### config.mk
export PLATFORM = sky130hd
export DESIGN_NAME = bscan_switch_ctrl
export DESIGN_NICKNAME = d
export VERILOG_FILES = /design/src/rtl/bscan_switch_pkg.sv /design/src/rtl/bscan_switch_decode.sv /design/src/rtl/bscan_switch_ctrl.sv
export SDC_FILE = /design/constraint.sdc
export NUM_CORES = 1
export LEC_CHECK = 0
export ABC_AREA = 1
export CELL_PAD_IN_SITES_DETAIL_PLACEMENT = 1
export CELL_PAD_IN_SITES_GLOBAL_PLACEMENT = 1
export CORE_AREA = 2 2 122 124
export DETAILED_ROUTE_END_ITERATION = 8
export DIE_AREA = 0 0 124 126
export PLACE_DENSITY = 0.89
export SKIP_LAST_GASP = 1
export SYNTH_ARGS = -nofsm -noshare
export SYNTH_HDL_FRONTEND = slang
export SYNTH_HIERARCHICAL = 1
export SYNTH_SLANG_ARGS = --single-unit
### constraint.sdc
create_clock -name clk -period 1.9 [get_ports clk]
set_input_delay 0.285 -clock clk [delete_from_list [all_inputs] [get_ports clk]]
set_output_delay 0.285 -clock clk [all_outputs]
set_load 0.02 [all_outputs]
### src/rtl/bscan_switch_pkg.sv
// Shared constants and state type for the BSCAN port switch.
// The switch command is 16 bits: key byte in [15:8], port index in [7:0].
package bscan_switch_pkg;

    localparam int         CMD_WIDTH   = 16;
    localparam int         KEY_MSB     = 15;
    localparam int         KEY_LSB     = 8;
    localparam logic [7:0] IDX_RELEASE = 8'hFF;
    localparam logic [4:0] BITCNT_MAX  = 5'd31;

    typedef enum logic {
        IDLE,
        ROUTED
    } state_e;

endpackage

### src/rtl/bscan_switch_decode.sv
// Shadows every user-DR shift into a 16-bit register and flags a switch
// command when exactly 16 bits carrying the key were shifted before update.
module bscan_switch_decode
    import bscan_switch_pkg::*;
#(
    parameter logic [7:0] C_KEY = 8'hA5
) (
    input  logic       clk,
    input  logic       rst,
    input  logic       s_sel,
    input  logic       s_capture,
    input  logic       s_shift,
    input  logic       s_update,
    input  logic       s_tdi,
    output logic       cmd_valid,
    output logic [7:0] cmd_idx,
    output logic       shreg_lsb
);

    logic [CMD_WIDTH-1:0] shreg_q, shreg_d;
    logic [4:0]           bitcnt_q, bitcnt_d;

    // Capture takes priority over shift; the counter saturates so an
    // over-long shift can never alias to exactly 16 bits.
    always_comb begin
        shreg_d  = shreg_q;
        bitcnt_d = bitcnt_q;
        if (s_sel) begin
            if (s_capture) begin
                bitcnt_d = 5'd0;
            end else if (s_shift) begin
                shreg_d = {s_tdi, shreg_q[CMD_WIDTH-1:1]};
                if (bitcnt_q != BITCNT_MAX) begin
                    bitcnt_d = bitcnt_q + 5'd1;
                end
            end
        end
    end

    always_ff @(posedge clk) begin
        if (rst) begin
            shreg_q  <= '0;
            bitcnt_q <= '0;
        end else begin
            shreg_q  <= shreg_d;
            bitcnt_q <= bitcnt_d;
        end
    end

    assign cmd_valid = s_sel && s_update && !s_capture
                       && (bitcnt_q == 5'(CMD_WIDTH))
                       && (shreg_q[KEY_MSB:KEY_LSB] == C_KEY);
    assign cmd_idx   = shreg_q[KEY_LSB-1:0];
    assign shreg_lsb = shreg_q[0];

endmodule

### src/rtl/bscan_switch_ctrl.sv
// Routes one upstream BSCAN slave interface to a single selected downstream
// BSCAN master port, chosen by a keyed command shifted through the user DR.
module bscan_switch_ctrl
    import bscan_switch_pkg::*;
#(
    parameter int          C_NUM_PORTS = 4,
    parameter logic [7:0]  C_KEY       = 8'hA5,
    parameter logic [31:0] C_SWITCH_ID = 32'h0451_0000
) (
    input  logic                      clk,
    input  logic                      rst,
    input  logic                      s_drck,
    input  logic                      s_reset,
    input  logic                      s_sel,
    input  logic                      s_capture,
    input  logic                      s_shift,
    input  logic                      s_update,
    input  logic                      s_tdi,
    input  logic                      s_runtest,
    input  logic                      s_tck,
    input  logic                      s_tms,
    input  logic                      s_bscanid_en,
    output logic                      s_tdo,
    output logic [31:0]               s_bscanid,
    output logic [C_NUM_PORTS-1:0]    m_drck,
    output logic [C_NUM_PORTS-1:0]    m_reset,
    output logic [C_NUM_PORTS-1:0]    m_sel,
    output logic [C_NUM_PORTS-1:0]    m_capture,
    output logic [C_NUM_PORTS-1:0]    m_shift,
    output logic [C_NUM_PORTS-1:0]    m_update,
    output logic [C_NUM_PORTS-1:0]    m_tdi,
    output logic [C_NUM_PORTS-1:0]    m_runtest,
    output logic [C_NUM_PORTS-1:0]    m_tck,
    output logic [C_NUM_PORTS-1:0]    m_tms,
    output logic [C_NUM_PORTS-1:0]    m_bscanid_en,
    input  logic [C_NUM_PORTS-1:0]    m_tdo,
    input  logic [32*C_NUM_PORTS-1:0] m_bscanid,
    output logic                      sel_valid,
    output logic [7:0]                sel_idx
);

    state_e          state_q, state_d;
    logic [7:0]      sel_idx_q, sel_idx_d;
    logic            cmd_valid;
    logic [7:0]      cmd_idx;
    logic            shreg_lsb;
    logic            route_en;
    logic [C_NUM_PORTS-1:0] port_hit;

    bscan_switch_decode #(
        .C_KEY(C_KEY)
    ) u_decode (
        .clk       (clk),
        .rst       (rst),
        .s_sel     (s_sel),
        .s_capture (s_capture),
        .s_shift   (s_shift),
        .s_update  (s_update),
        .s_tdi     (s_tdi),
        .cmd_valid (cmd_valid),
        .cmd_idx   (cmd_idx),
        .shreg_lsb (shreg_lsb)
    );

    // Selection changes take effect after the update edge, so the current
    // port still receives the update pulse of the command that deselects it.
    always_comb begin
        state_d   = state_q;
        sel_idx_d = sel_idx_q;
        if (cmd_valid) begin
            if (int'(cmd_idx) < C_NUM_PORTS) begin
                state_d   = ROUTED;
                sel_idx_d = cmd_idx;
            end else if (cmd_idx == IDX_RELEASE) begin
                state_d = IDLE;
            end
        end
    end

    always_ff @(posedge clk) begin
        if (rst) begin
            state_q   <= IDLE;
            sel_idx_q <= '0;
        end else begin
            state_q   <= state_d;
            sel_idx_q <= sel_idx_d;
        end
    end

    assign route_en = (state_q == ROUTED) && !rst;

    always_comb begin
        for (int p = 0; p < C_NUM_PORTS; p++) begin
            port_hit[p] = route_en && (sel_idx_q == 8'(p));
        end
    end

    assign m_drck       = port_hit & {C_NUM_PORTS{s_drck}};
    assign m_reset      = port_hit & {C_NUM_PORTS{s_reset}};
    assign m_sel        = port_hit & {C_NUM_PORTS{s_sel}};
    assign m_capture    = port_hit & {C_NUM_PORTS{s_capture}};
    assign m_shift      = port_hit & {C_NUM_PORTS{s_shift}};
    assign m_update     = port_hit & {C_NUM_PORTS{s_update}};
    assign m_tdi        = port_hit & {C_NUM_PORTS{s_tdi}};
    assign m_runtest    = port_hit & {C_NUM_PORTS{s_runtest}};
    assign m_tck        = port_hit & {C_NUM_PORTS{s_tck}};
    assign m_tms        = port_hit & {C_NUM_PORTS{s_tms}};
    assign m_bscanid_en = port_hit & {C_NUM_PORTS{s_bscanid_en}};

    // port_hit is one-hot while routed, so OR-reduction acts as the return mux.
    always_comb begin
        s_tdo     = shreg_lsb;
        s_bscanid = C_SWITCH_ID;
        if (route_en) begin
            s_tdo     = |(m_tdo & port_hit);
            s_bscanid = '0;
            for (int p = 0; p < C_NUM_PORTS; p++) begin
                if (port_hit[p]) begin
                    s_bscanid = s_bscanid | m_bscanid[32*p +: 32];
                end
            end
        end
    end

    assign sel_valid = (state_q == ROUTED);
    assign sel_idx   = sel_idx_q;

endmodule

# Yosys cells after proc, flatten, opt, wreduce, memory -nomap -nowiden
# Index checks and enable logic that the tools add are counted.
[totals] latch_bits=0 n_memories=0 out_inout_bits=86 inputBits=145 elab_cells=63 mem_bits_ro=0 ram_bits=0 register_bits=30
[op_classes] n_reduce_logical=20 n_mux=14 n_bitwise=16 div=0 multipliers=0 n_shift=0 eq_ne=7 order_cmp=1 n_addsub=1
[op_table] cell="32-bit two-way mux" n=8
[op_table] cell="32-bit OR" n=3
[op_table] cell="4-bit bitwise AND" n=12
[op_table] cell="8-bit by 2-bit == test with 1-bit output (second input constant)" n=2
[op_table] cell="8-bit == test (second input constant)" n=2
[op_table] cell="5-bit two-way mux" n=3
[op_table] cell="1-bit logical AND" n=9
[op_table] cell="8-bit by 1-bit == test with 1-bit output (second input constant)" n=1
[op_table] cell="8-bit logical NOT" n=1
[op_table] cell="8-bit by 3-bit < comparator with 1-bit output (second input constant)" n=1
[op_table] cell="3-bit AND reduction" n=2
[op_table] cell="2-bit nonzero test" n=3
[op_table] cell="5-bit by 1-bit adder with 5-bit output (second input constant)" n=1
[op_table] cell="5-bit == test (second input constant)" n=1
[op_table] cell="5-bit inequality test (second input constant)" n=1
[op_table] cell="2-bit AND reduction" n=2
[op_table] cell="4-bit OR reduction" n=1
[op_table] cell="1-bit two-way mux" n=3
[op_table] cell="1-bit logical NOT" n=2
[op_table] cell="1-bit inverter" n=1

# Depth between registers and ports, before layout
[logic_depth] ltp_word=14 depth_mapped=10 depth_no_buf=10

# By module
# Netlist, hierarchy kept.
[modules_own_cells] module="bscan_switch_ctrl" cells_per_inst=337 instances=1 seq_area_each_um2=180.2 area_each_um2=1769.2
[modules_own_cells] module="bscan_switch_decode" cells_per_inst=128 instances=1 seq_area_each_um2=420.4 area_each_um2=1021.0

# Worst setup path before layout
# No wires, ideal clock.
[synth_timing] kind="register to output" start="register state_q, in the netlist sel_valid" end="output m_bscanid_en[2]" required_ps=1615 path_buffers=2 slack_ps=88 path_stages_with_launch=9 t_arrival_ps=1527 path_cell_list="dfxtp_1 inv_1 nor2_4 nand2_2 nor2_4 buf_6 nand2_1 buf_2 nor2_1"
[synth_between] elab_chain_len=3
[synth_rtl] element="from (decl)" line_no="bscan_switch_ctrl.sv:42" text="state_e state_q, state_d;"
[synth_rtl] element="from (signal assigned)" line_no="bscan_switch_ctrl.sv:85" text="state_q <= state_d;"
[synth_rtl] element="1-bit logical AND" line_no="bscan_switch_ctrl.sv:90" text="assign route_en = (state_q == ROUTED) && !rst;"
[synth_rtl] element="1-bit logical AND" line_no="bscan_switch_ctrl.sv:94" text="port_hit[p] = route_en && (sel_idx_q == 8'(p));"
[synth_rtl] element="4-bit bitwise AND" line_no="bscan_switch_ctrl.sv:108" text="assign m_bscanid_en = port_hit & {C_NUM_PORTS{s_bscanid_en}};"
[synth_rtl] element="to (decl)" line_no="bscan_switch_ctrl.sv:35" text="output logic [C_NUM_PORTS-1:0] m_bscanid_en,"
# Every way passes these cells.

# Worst setup path after layout
[layout_timing] start="register sel_idx_q[6], in the netlist sel_idx[6]" end="output s_bscanid[4]"
[layout_between] elab_chain_len=13 elab_cells_between_ends=19
[layout_rtl] element="from (decl)" line_no="bscan_switch_ctrl.sv:43" text="logic [7:0] sel_idx_q, sel_idx_d;"
[layout_rtl] element="from (signal assigned)" line_no="bscan_switch_ctrl.sv:86" text="sel_idx_q <= sel_idx_d;"
[layout_rtl] element="8-bit logical NOT" line_no="bscan_switch_ctrl.sv:94"
[layout_rtl] element="1-bit logical AND" line_no="bscan_switch_ctrl.sv:94"
[layout_rtl] element="32-bit two-way mux" line_no="bscan_switch_ctrl.sv:118" text="if (port_hit[p]) begin"
[layout_rtl] element="32-bit two-way mux" line_no="bscan_switch_ctrl.sv:114" text="if (route_en) begin"
[layout_rtl] element="32-bit OR" line_no="bscan_switch_ctrl.sv:119" text="s_bscanid = s_bscanid | m_bscanid[32*p +: 32];"
[layout_rtl] element="32-bit two-way mux" line_no="bscan_switch_ctrl.sv:118"
[layout_rtl] element="32-bit two-way mux" line_no="bscan_switch_ctrl.sv:114"
[layout_rtl] element="32-bit OR" line_no="bscan_switch_ctrl.sv:119"
[layout_rtl] element="32-bit two-way mux" line_no="bscan_switch_ctrl.sv:118"
[layout_rtl] element="32-bit two-way mux" line_no="bscan_switch_ctrl.sv:114"
[layout_rtl] element="32-bit OR" line_no="bscan_switch_ctrl.sv:119"
[layout_rtl] element="32-bit two-way mux *" line_no="bscan_switch_ctrl.sv:118"
[layout_rtl] element="32-bit two-way mux *" line_no="bscan_switch_ctrl.sv:114"
[layout_rtl] element="to (decl)" line_no="bscan_switch_ctrl.sv:24" text="output logic [31:0] s_bscanid,"
# Mark *: on every way between the ends. The rest lies on a longest branch, timed or not. The select of a mux whose other input is x is not followed.

==> run_results.csv <==
group,metric,value,unit
cts,cts_tree,"built",
setup_path,r2r_slack,0.15,ns
timing,final-setup-viol-count,77,
pwr,p_leak,2.618,nW
setup_path,rr_worst_depth,9,
floorplan,die_x,124,um
yosys,netlist.area_leader.share,0.2296,
setup_path,cp.buffers_inverters,5,
yosys,synth-simple-area-share,0.5735,
yosys,yosysTopAreaCell,"nand3_1",
floorplan,fp.dieH,126,um
setup_path,critPathKind,"flop to primary output",
floorplan,num_rows,44,
yosys,muxShareOfSynthArea,0,
yosys,syn_area_per_cell,6.000,sq um
route,first_pass_iters,4,
finish,fillers,1726,
yosys,ys_types,25,
setup_path,critPathRequiredTime,1.62,ns
yosys,ys.flop_type,"dfxtp_1",
yosys,synth-adder-area-share,0.01345,
pwr,internal_power,1.556,mW
cts,clk_pin_slew,0.05,ns
pwr,power_frac_comb,0.209,
global_route,grt.total_usage,0.2002,
yosys,synth_top_family_by_area,"simple AND/OR/NAND/NOR gates",
floorplan,ioPinCount,231,
floorplan,die_area,0.01562,sq mm
pwr,worst_ir_drop_vdd,0.4146,mV
timing,fin_tns_setup,-7.496,ns
setup_path,startpoint,"sel_idx[6]",
setup_path,crit_cells,10,
setup_path,critPathLaunchType,"flop",
timing,slew_violations,0,
finish,final_cells,919,
timing,worst_slew_pin_slew,0.3348,ns
cts,cts_max_level,2,
setup_path,arrival,1.81,ns
cts,cts_buffer_depth,2,
yosys,synth_compound_area_frac,0.06278,
global_route,grt_pass1_vias,4508,
finish,drive_gt1_frac,0.3388,
setup_path,endpoint,"s_bscanid[4]",
pwr,p_total,1.961,mW
yosys,ys_seq_area_frac,0.2152,
cts,cts.root.buffer_cell,"clkbuf_16",
route,drc,0,
yosys,synth.cells.most_frequent,"128 x nand3_1, 75 x nor2_1, 63 x nand2_1, 42 x nand4_1, 30 x dfxtp_1",
yosys,synth_seq_cells,30,
hold_path,hp-class,"flop to flop",
setup_path,crit_slowest_cell,"dfxtp_2",
finish,area_growth,133.6,%
timing,hold_ws,0.4830,ns
yosys,synthXorXnorAreaFrac,0,
timing,clock.fmax,476.7,MHz
cts,cts.sink_count,30,
placement,gp_congestion,0.8286,
global_route,antenna_found_initial,0,
yosys,synth_area,0.002790,sq mm
status,status,"complete, but fails checks",
route,drt_iter0_markers,170,
setup_path,r2r-start,"u_decode/bitcnt_q[1]",
route,wirelength,17.47,mm
placement,dpl.hpwl,12.54,mm
floorplan,core-area,0.01431,sq mm
yosys,synth_nets,613,
pwr,power_density,300.8,mW/mm^2
yosys,ys_top_cells_by_area,"nand3_1 23%, dfxtp_1 22%, nor2_1 10%",
route,drt-wirelength-per-cell,19.01,um
placement,dp.cells,890,
pwr,swShare,0.2065,
cts,insertion_delay,0.28,ns
timing,period_needed,2.098,ns
timing,rsz0062_at_grt,"true",
setup_path,reg2reg_to,"u_decode/bitcnt_q[3]",
yosys,ys_async_sr_fraction,0,
timing,clock_skew,0.005604,ns
cts,cts_buffers,5,
finish,utilization,0.4553,
route,viasPerCell,4.791,
placement,io_buffers,230,
pwr,pwr-share-seq,0.324,
status,violations,"negative setup slack",
setup_path,endpoint_kind,"primary output",
floorplan,initial_core_util,0.1949,
setup_path,cp_top_family,"buffers and inverters",
pwr,p_sw,0.4050,mW
timing,finalHoldViolCount,0,
yosys,yosys.cell_count.top_type,"nand3_1",
global_route,grt_max_degree,24,
setup_path,critical_path.cell_chain,"nor2_4, nand2_2, nor2_4, buf_12, buf_8, buf_16, buf_6, nand4_1, nand4_1, buf_6",
global_route,grt_overflow,0,
setup_path,path_max_fanout,5,
yosys,yosys_warnings,6,
hold_path,min_from,"u_decode/shreg_q[9]",
setup_path,cp_slowest_stage_delay,0.33,ns
job,cap_violations,0,
route,drtAntennaViolNets,0,
route,num_vias,4403,
timing,worst_slack,-0.1978,ns
finish,diodes,0,
timing,relSlewSlack,0.7765,
cts,ctsHoldBuffers,0,
global_route,grt_pass1_wl,24.38,mm
pwr,p_clk_frac,0.467,
yosys,synth-edff-count,0,
finish,nets,883,
timing,min_period_over_period,1.104,
yosys,syn_inst,465,
==> cell type report <==
| class | count | area, sq um | share of cell area |
|---|---|---|---|
| Inverter | 29 | 113.9 | 0.01747 |
| Multi-Input combinational cell | 362 | 2135 | 0.3275 |
| Timing Repair Buffer | 307 | 3264 | 0.5009 |
| Sequential cell | 30 | 605.6 | 0.09292 |
| Tap cell | 184 | 230.2 | 0.03532 |
| Clock inverter | 1 | 30.03 | 0.004607 |
| Clock buffer | 6 | 138.9 | 0.02131 |
==> state kept, by name, indices dropped and copies added (netlist names) <==
signal,flops
sel_valid,1
u_decode/bitcnt_q,5
u_decode/shreg_q,16
sel_idx,8
==> repair_timing <==
item                                    4_1_cts  5_1_grt
endpoints found under the setup margin       78       77
buffers inserted                              8        6
cloned                                        8        3
pin swaps                                    23       11
endpoints found under the hold margin         0        0
gates resized for setup                     434       92
==> per-stage QoR <==
step                setup slack (ns)  instance area (sq um)
floorplan                    0.08805                   2790
global placement             -0.6757                   5573
detailed placement           -0.7567                   5573
CTS                          -0.2096                   6090
global route                 -0.2649                   6518
finish                       -0.1978                   6518
==> cell usage in the layout, fill, tap and decap left out, types with 13 or more instances in the layout <==
cell	count
clkdlybuf4s50_1	152
nand3_1	108
buf_4	71
nand2_1	61
buf_6	54
nor2_1	46
nand4_1	42
inv_1	27
nor2_4	26
dfxtp_1	26
nand3_2	18
buf_12	13
==> worst reg2reg max path: cells and delay by family (launching register included) <==
kind,cells,cell delay [ns]
and+or+nand+nor,5,0.62
DFF,1,0.38
adders and majority gates,2,0.38
AOI/OAI and AO/OA,1,0.19
buffers and inverters,1,0.06
==> routing by layer <==
layer	global-route usage	routed length (um)	vias to the layer above
met5	0	0	-
met4	0.05089	438	0
met3	0.03442	1072	31
met2	0.3811	9428	157
met1	0.2260	6529	2096
li1	-	-	2119
==> worst min path at each step <==
stage                           end  depth (start not counted)
2_1_floorplan             sel_valid                          1
3_3_place_gp   u_decode/shreg_q[14]                          2
3_5_place_dp   u_decode/shreg_q[10]                          2
4_1_cts         u_decode/shreg_q[8]                          2
5_1_grt         u_decode/shreg_q[7]                          2
6_report        u_decode/shreg_q[8]                          2
==> power by group through the flow <==
| stage | Sequential (mW) | Combinational, mW | Clock (mW) |
|---|---|---|---|
| 6_report | 0.635 | 0.411 | 0.915 |
| 5_1_grt | 0.635 | 0.435 | 0.956 |
| 4_1_cts | 0.635 | 0.391 | 0.937 |
| 3_5_place_dp | 0.648 | 0.386 | 0 |
| 3_3_place_gp | 0.648 | 0.381 | 0 |
| 2_1_floorplan | 0.647 | 0.0513 | 0 |
==> logic make-up (layout without fill, tap and decap cells) <==
group | after synthesis | count (layout)
compound gates | 27 | 27
buf+inv | 73 | 343
fa+ha+maj | 3 | 3
simple gates | 332 | 332
flops | 30 | 30
No activity file was read; power rests on OpenSTA's default activity.
